<file path="src/rtl/tt_sweep_capture.sv">
// tt_sweep_capture: drives all 8 rows of a 3-input DUT, samples its output and assembles the truth-table code.
// Optional comparison against an expected code is enabled by defining TT_SWEEP_COMPARE_EN.
module tt_sweep_capture #(
    parameter int SETTLE_CYCLES = 4
) (
    input  logic       clk,
    input  logic       rst,
`ifdef TT_SWEEP_COMPARE_EN
    input  logic [7:0] expected_code,
    output logic       match,
    output logic [7:0] mismatch_mask,
`endif
    input  logic       start,
    input  logic       dut_out,
    output logic       in1,
    output logic       in2,
    output logic       in3,
    output logic       busy,
    output logic       done,
    output logic [7:0] tt_code
);
    typedef enum logic [1:0] {IDLE, SETTLE, SAMPLE, DONE} state_t;
    state_t     r_state;
    state_t     w_next;
    logic [2:0] r_row;
    logic [7:0] r_settle;
    logic [7:0] r_shadow;
    logic [7:0] r_code;
    logic [7:0] w_shift;
    assign w_shift = {r_shadow[6:0], dut_out};
    assign tt_code = r_code;
`ifdef TT_SWEEP_COMPARE_EN
    logic       r_match;
    logic [7:0] r_mask;
    assign match         = r_match;
    assign mismatch_mask = r_mask;
`endif
    // state register
    always_ff @(posedge clk) begin
        if (rst) r_state <= IDLE;
        else     r_state <= w_next;
    end
    // next-state: hold each row SETTLE_CYCLES, sample once, stop after row 7
    always_comb begin
        w_next = r_state;
        case (r_state)
            IDLE:    w_next = start ? SETTLE : IDLE;
            SETTLE:  w_next = (r_settle == 8'(SETTLE_CYCLES - 1)) ? SAMPLE : SETTLE;
            SAMPLE:  w_next = (r_row == 3'd7) ? DONE : SETTLE;
            default: w_next = IDLE;
        endcase
    end
    // outputs: row counter is zero outside a sweep, so it drives the DUT directly
    always_comb begin
        busy          = (r_state != IDLE);
        done          = (r_state == DONE);
        {in1, in2, in3} = r_row;
    end
    // datapath: row wraps 7->0 on the last sample, so inputs return to 000 in DONE
    always_ff @(posedge clk) begin
        if (rst) begin
            r_row    <= '0;
            r_settle <= '0;
            r_shadow <= '0;
            r_code   <= '0;
`ifdef TT_SWEEP_COMPARE_EN
            r_match  <= 1'b0;
            r_mask   <= '0;
`endif
        end else begin
            if (r_state == IDLE && start) begin
                r_row    <= '0;
                r_settle <= '0;
                r_shadow <= '0;
            end
            if (r_state == SETTLE) r_settle <= r_settle + 8'd1;
            if (r_state == SAMPLE) begin
                r_shadow <= w_shift;
                r_row    <= r_row + 3'd1;
                r_settle <= '0;
                if (r_row == 3'd7) begin
                    r_code  <= w_shift;
`ifdef TT_SWEEP_COMPARE_EN
                    r_mask  <= w_shift ^ expected_code;
                    r_match <= (w_shift == expected_code);
`endif
                end
            end
        end
    end
endmodule

</file>
<file path="config.mk">
export PLATFORM = sky130hd
export DESIGN_NAME = tt_sweep_capture
export DESIGN_NICKNAME = d
export VERILOG_FILES = /design/src/rtl/tt_sweep_capture.sv
export SDC_FILE = /design/constraint.sdc
export NUM_CORES = 1
export LEC_CHECK = 0
export ABC_AREA = 1
export CAP_MARGIN = 30
export CORE_ASPECT_RATIO = 1.25
export CORE_MARGIN = 3
export CORE_UTILIZATION = 52
export CTS_BUF_LIST = sky130_fd_sc_hd__clkbuf_16
export DETAILED_ROUTE_END_ITERATION = 8
export PLACE_DENSITY = 0.75
export SYNTH_ARGS = -nofsm -noshare
export SYNTH_HDL_FRONTEND = slang
export SYNTH_SLANG_ARGS = --single-unit
</file>
<file path="constraint.sdc">
create_clock -name clk -period 1.6 [get_ports clk]
set_input_delay 0.16 -clock clk [delete_from_list [all_inputs] [get_ports clk]]
set_output_delay 0.16 -clock clk [all_outputs]
set_load 0.01 [all_outputs]
</file>
### Word level (Yosys, flattened, before mapping)

Index checks and enable logic that the tools add are counted.

| storage, ports and cells | value |
|---|---|
| bits in registers | 28 |

| cells by class | value |
|---|---|
| reduce and logical (&&, ||, !) cells | 7 |
| add/subtract/negate cells | 2 |
| equal/unequal tests | 5 |
| mux-type cells | 9 |

Operators with widths:

| operator | count |
|---|---|
| 8-bit two-way mux | 2 |
| 8-bit by 1-bit adder with 8-bit output (second input constant) | 1 |
| 8-bit by 2-bit == test with 1-bit output (second input constant) | 1 |
| 7-bit two-way mux | 1 |
| 3-bit two-way mux | 2 |
| 2-bit one-hot mux with 3 select lines | 1 |
| 2-bit nonzero test | 3 |
| 2-bit == test (second input constant) | 2 |
| 2-bit two-way mux | 2 |
| 3-bit by 1-bit adder with 3-bit output (second input constant) | 1 |
| 3-bit == test (second input constant) | 1 |
| 2-bit by 1-bit == test with 1-bit output (second input constant) | 1 |
| 2-bit zero test | 1 |
| 2-bit AND reduction | 1 |
| 2-bit OR reduction | 1 |
| 1-bit logical AND | 1 |
| 1-bit two-way mux | 1 |

### Logic depth before layout (Yosys ltp)

Gate-level depths: netlist (run 1).

| depth | value |
|---|---|
| depth in word-level cells | 4 |
| mapped depth | 7 |
| gate-level depth less buffers | 6 |

### Worst setup path before layout (run 1)

Ideal clock, no wire load.

| timing | value |
|---|---|
| path kind | register to register |
| start point | reg r_row[0] |
| end point | reg r_code[0], in the netlist tt_code[0] |
| slack | 257 ps |
| required time | 1468 ps |
| cell stages (with the launch flop) | 7 |
| clock period less this slack | 1343 ps |
| setup time | 132 ps |
| data arrival time | 1211 ps |
| path through | dfxtp_1 ha_1 ha_1 clkbuf_1 nand2_2 nand2_1 a21oi_1 |

| between the ends | value |
|---|---|
| longest elaborated chain between the ends | 2 |

Ends and longest elaborated chain:

| element | line | source |
|---|---|---|
| start: declaration | 25 | `logic [2:0] r_row;` |
| start signal: assignment | 79 | `r_row <= r_row + 3'd1;` |
| 3-bit == test | 81 | `if (r_row == 3'd7) begin` |
| 2-bit AND reduction (no source line) | -- |  |
| end signal: assignment | 82 | `r_code <= w_shift;` |
| end: declaration | 28 | `logic [7:0] r_code;` |

No other way between the ends.
A chain may end at the register's enable or synchronous reset.

### Final worst setup path (run 1)

| timing | value |
|---|---|
| start point | reg r_state[1] |
| end point | out busy |

| between the ends | value |
|---|---|
| longest elaborated chain between the ends | 1 |

Ends and longest elaborated chain:

| element | line | source |
|---|---|---|
| start: declaration | 23 | `state_t r_state;` |
| start signal: assignment | 41 | `else r_state <= w_next;` |
| 2-bit nonzero test | 55 | `busy = (r_state != IDLE);` |
| end: declaration | 18 | `output logic busy,` |

No other way between the ends.

==> results of run 1 <==
## area by class of cell
class,count,area share [%]
clock buffers,3,5.02
clock inverters,1,0.251
inverters,12,3.01
multi-input cells,123,37.9
flip-flops and latches,28,37.6
well taps,30,2.51
repair buffers,22,13.7
## cell families after synthesis
family	count (synthesis)	share of synthesized area (%)
AOI/OAI and AO/OA	31	13.1
adders and majority gates	3	3.11
buffers and inverters	18	6.63
DFF	28	46.4
and+or+nand+nor	89	30.8
## through the flow
step / cell area [sq um] / util [%]
after global placement: 1420 / 67.6
final: 1500 / 71.4
after detailed placement: 1420 / 67.6
after CTS: 1490 / 71.3
after global routing: 1500 / 71.4
after floorplan: 1210 / -
## registers in the layout (all words and copies together) (netlist names)
name and flops:
r_settle 8, r_shadow 7, r_state 2, tt_code 8, r_row 3
## power by group
part	switching (mW)	internal, mW
sequential	0.00666	0.703
clock	0.231	0.335
combinational	0.0461	0.0320
## layout by cell type (no fill, tap or decap), types with 2 or more instances in the layout
cell type / instances
ha_1: 3
nor2_1: 14
clkdlybuf4s50_1: 16
buf_4: 6
inv_1: 10
dfxtp_1: 27
nand2_1: 57
o21ai_0: 7
nand3_1: 13
a21oi_1: 23
inv_2: 2
clkbuf_16: 3
nor2_4: 2
## what timing repair did
| action | 4_1_cts | 5_1_grt |
|---|---|---|
| setup buffers | 0 | 0 |
| resized for setup | 0 | 2 |
| hold buffers | 0 | 0 |
| setup endpoints to repair | 0 | 2 |
## tightest hold or removal path: cells and delay by family, from the launching register on
| kind | cells | cell delay, ns |
|---|---|---|
| DFF | 1 | 0.31 |
| and+or+nand+nor | 1 | 0.06 |
| AOI/OAI and AO/OA | 1 | 0.05 |
## per-layer routing
| layer | vias to the layer above | track usage [%] |
|---|---|---|
| met5 | - | 0 |
| met4 | 0 | 9.35 |
| met3 | 3 | 3.99 |
| met2 | 26 | 39.8 |
| met1 | 518 | 19.9 |
| li1 | 583 | - |
## worst max-delay path by stage
stage                     cells after the start  slack (ns)        from          to
final                                         3        0.09  r_state[1]        busy
after global routing                          3        0.02  r_state[1]        busy
after CTS                                     3        0.03  r_state[0]        busy
after detailed placement                      5        0.23    r_row[0]  tt_code[7]
after global placement                        5        0.31    r_row[0]  tt_code[1]
after floorplan                               6        0.26    r_row[0]  tt_code[0]
==> impl_metrics.json, run 1 <==
{
  "outcome": "completed",
  "gp_congestion": 0.807,
  "synth_seq_area_share_pct": 46.4,
  "arrival_ns": 1.35,
  "cts_tree": "built",
  "hold_path_end": "tt_code[3]",
  "final_cells": 219,
  "timing.fmax_ghz": 0.661,
  "area_growth_pct": 23.8,
  "critPathMaxFanout": 5,
  "tns_ns": 0,
  "vias": 1130,
  "insertion_delay_ns": 0.26,
  "drive_gt1_share_pct": 7.94,
  "yosys.area.top_type": "dfxtp_1",
  "top_layer_used": "met4",
  "first_global_vias": 1112,
  "synth_top_area_share_pct": 46.4,
  "critPathTopFamily": "buffers and inverters",
  "fp.dieW_um": 49.1,
  "p_leak_nw": 0.569,
  "final.setup.worst_slack_ns": 0.0876,
  "avgViaCountPerCell": 5.16,
  "synth_area_leaders": "dfxtp_1 (46%), nand2_1 (18%), a21oi_1 (9.5%)",
  "die_area_sq_mm": 0.00294,
  "power_mw": 1.35,
  "core_area_sq_mm": 0.00209,
  "r2r_slack_ns": 0.21,
  "crit_slowest_cell": "clkdlybuf4s50_1",
  "cp-start-kind": "register",
  "clk_pin_slew_ns": 0.07,
  "synth_nets": 176,
  "ir_drop_v": 0.000806,
  "cp-end-kind": "output port",
  "required_ns": 1.44,
  "synth_edf_count": 0,
  "holdWs_ns": 0.462,
  "die_h_um": 59.9,
  "maxCapViolations": 0,
  "finalHoldViolCount": 0,
  "worst-setup-path-type": "register to output port",
  "portBuffers": 16,
  "dr.pass1.iters": 4,
  "place_ws_ns": 0.232,
  "ys_seq_elements": 28,
  "synth_area_per_cell_sq_um": 7.14,
  "dp_hpwl_mm": 1.85,
  "clock_sinks": 28,
  "cp_num_buf_inv": 2,
  "dpl.cell_count": 215,
  "dr_wl_met2_mm": 1.44,
  "min-delay-start": "tt_code[3]",
  "slew_viol_final": 0,
  "crit_chain": "inv_2 > nand2_1 > clkdlybuf4s50_1",
  "rows": 18,
  "post-route-period-util_pct": 94.5,
  "holdCritPathClass": "register to register",
  "grt_pass1_wl_mm": 4.51,
  "wl_mm": 2.63,
  "nFillCells": 176,
  "min_delay_path_depth": 2,
  "rsz0062_at_grt": "false",
  "finClkSkew_ns": 0.00214,
  "ios": 17,
  "antenna_left": 0,
  "synthTopCellsByCount": "nand2_1 (57), dfxtp_1 (28), a21oi_1 (23), nor2_1 (14), nand3_1 (13)",
  "powerDensity_mw_per_mm2": 905,
  "synth.distinct_cells": 18,
  "tightest_slew_ns": 0.329,
  "setup_viol": 0,
  "async_flop_share_pct": 0,
  "grt-ovfl-total": 0,
  "wl_per_cell_um": 12.0,
  "reg2reg_to": "tt_code[7]",
  "numCtsBuffers": 3,
  "grt_usage_pct": 20.1,
  "clk_path_buf_depth": 2,
  "drc": 0,
  "grt_max_degree": 21,
  "slew_headroom_pct": 78.0,
  "synth_area_sq_mm": 0.00121,
  "regToRegStartpoint": "r_row[0]",
  "initial_utilization_pct": 57.6,
  "met3_length_um": 90,
  "syn_inst": 169,
  "post-route-min-period_ns": 1.51,
  "antenna_found_initial": 0,
  "cp_slowest_stage_delay_ns": 0.53,
  "regArea_sq_um": 562,
  "yosysMostFrequentCell": "nand2_1",
  "fin_nets": 197,
  "ys.flop_type": "dfxtp_1",
  "ys_warn_count": 0,
  "drt-met1-wl_mm": 1.06,
  "clock-root-buffer": "clkbuf_16",
  "drt_iter0_drc": 29,
  "r2r_cells": 5,
  "cts.htree.levels": 1,
  "multiInputGateArea_sq_um": 567,
  "n_antenna_cell": 0
}
Note: power is estimated with default switching activity, not from simulation.
==> run 2: changes to the inputs <==
--- a/config.mk
+++ b/config.mk
@@ -12,4 +12,5 @@
 export CORE_UTILIZATION = 52
 export CTS_BUF_LIST = sky130_fd_sc_hd__clkbuf_16
+export CTS_CLUSTER_SIZE = 28
 export DETAILED_ROUTE_END_ITERATION = 8
 export PLACE_DENSITY = 0.75
==> constraint.sdc (replaced) <==
create_clock -name clk -period 1.6 [get_ports clk]
set_input_delay 0.16 -clock clk [delete_from_list [all_inputs] [get_ports clk]]
set_output_delay 0.16 -clock clk [all_outputs]
set_load 0.005 [all_outputs]
==> results of run 2 <==
Same layout as run 1 (identical final DEF). Status: completed.
Main changes from that run: setup slack after layout 0.0876 ns -> 0.123 ns
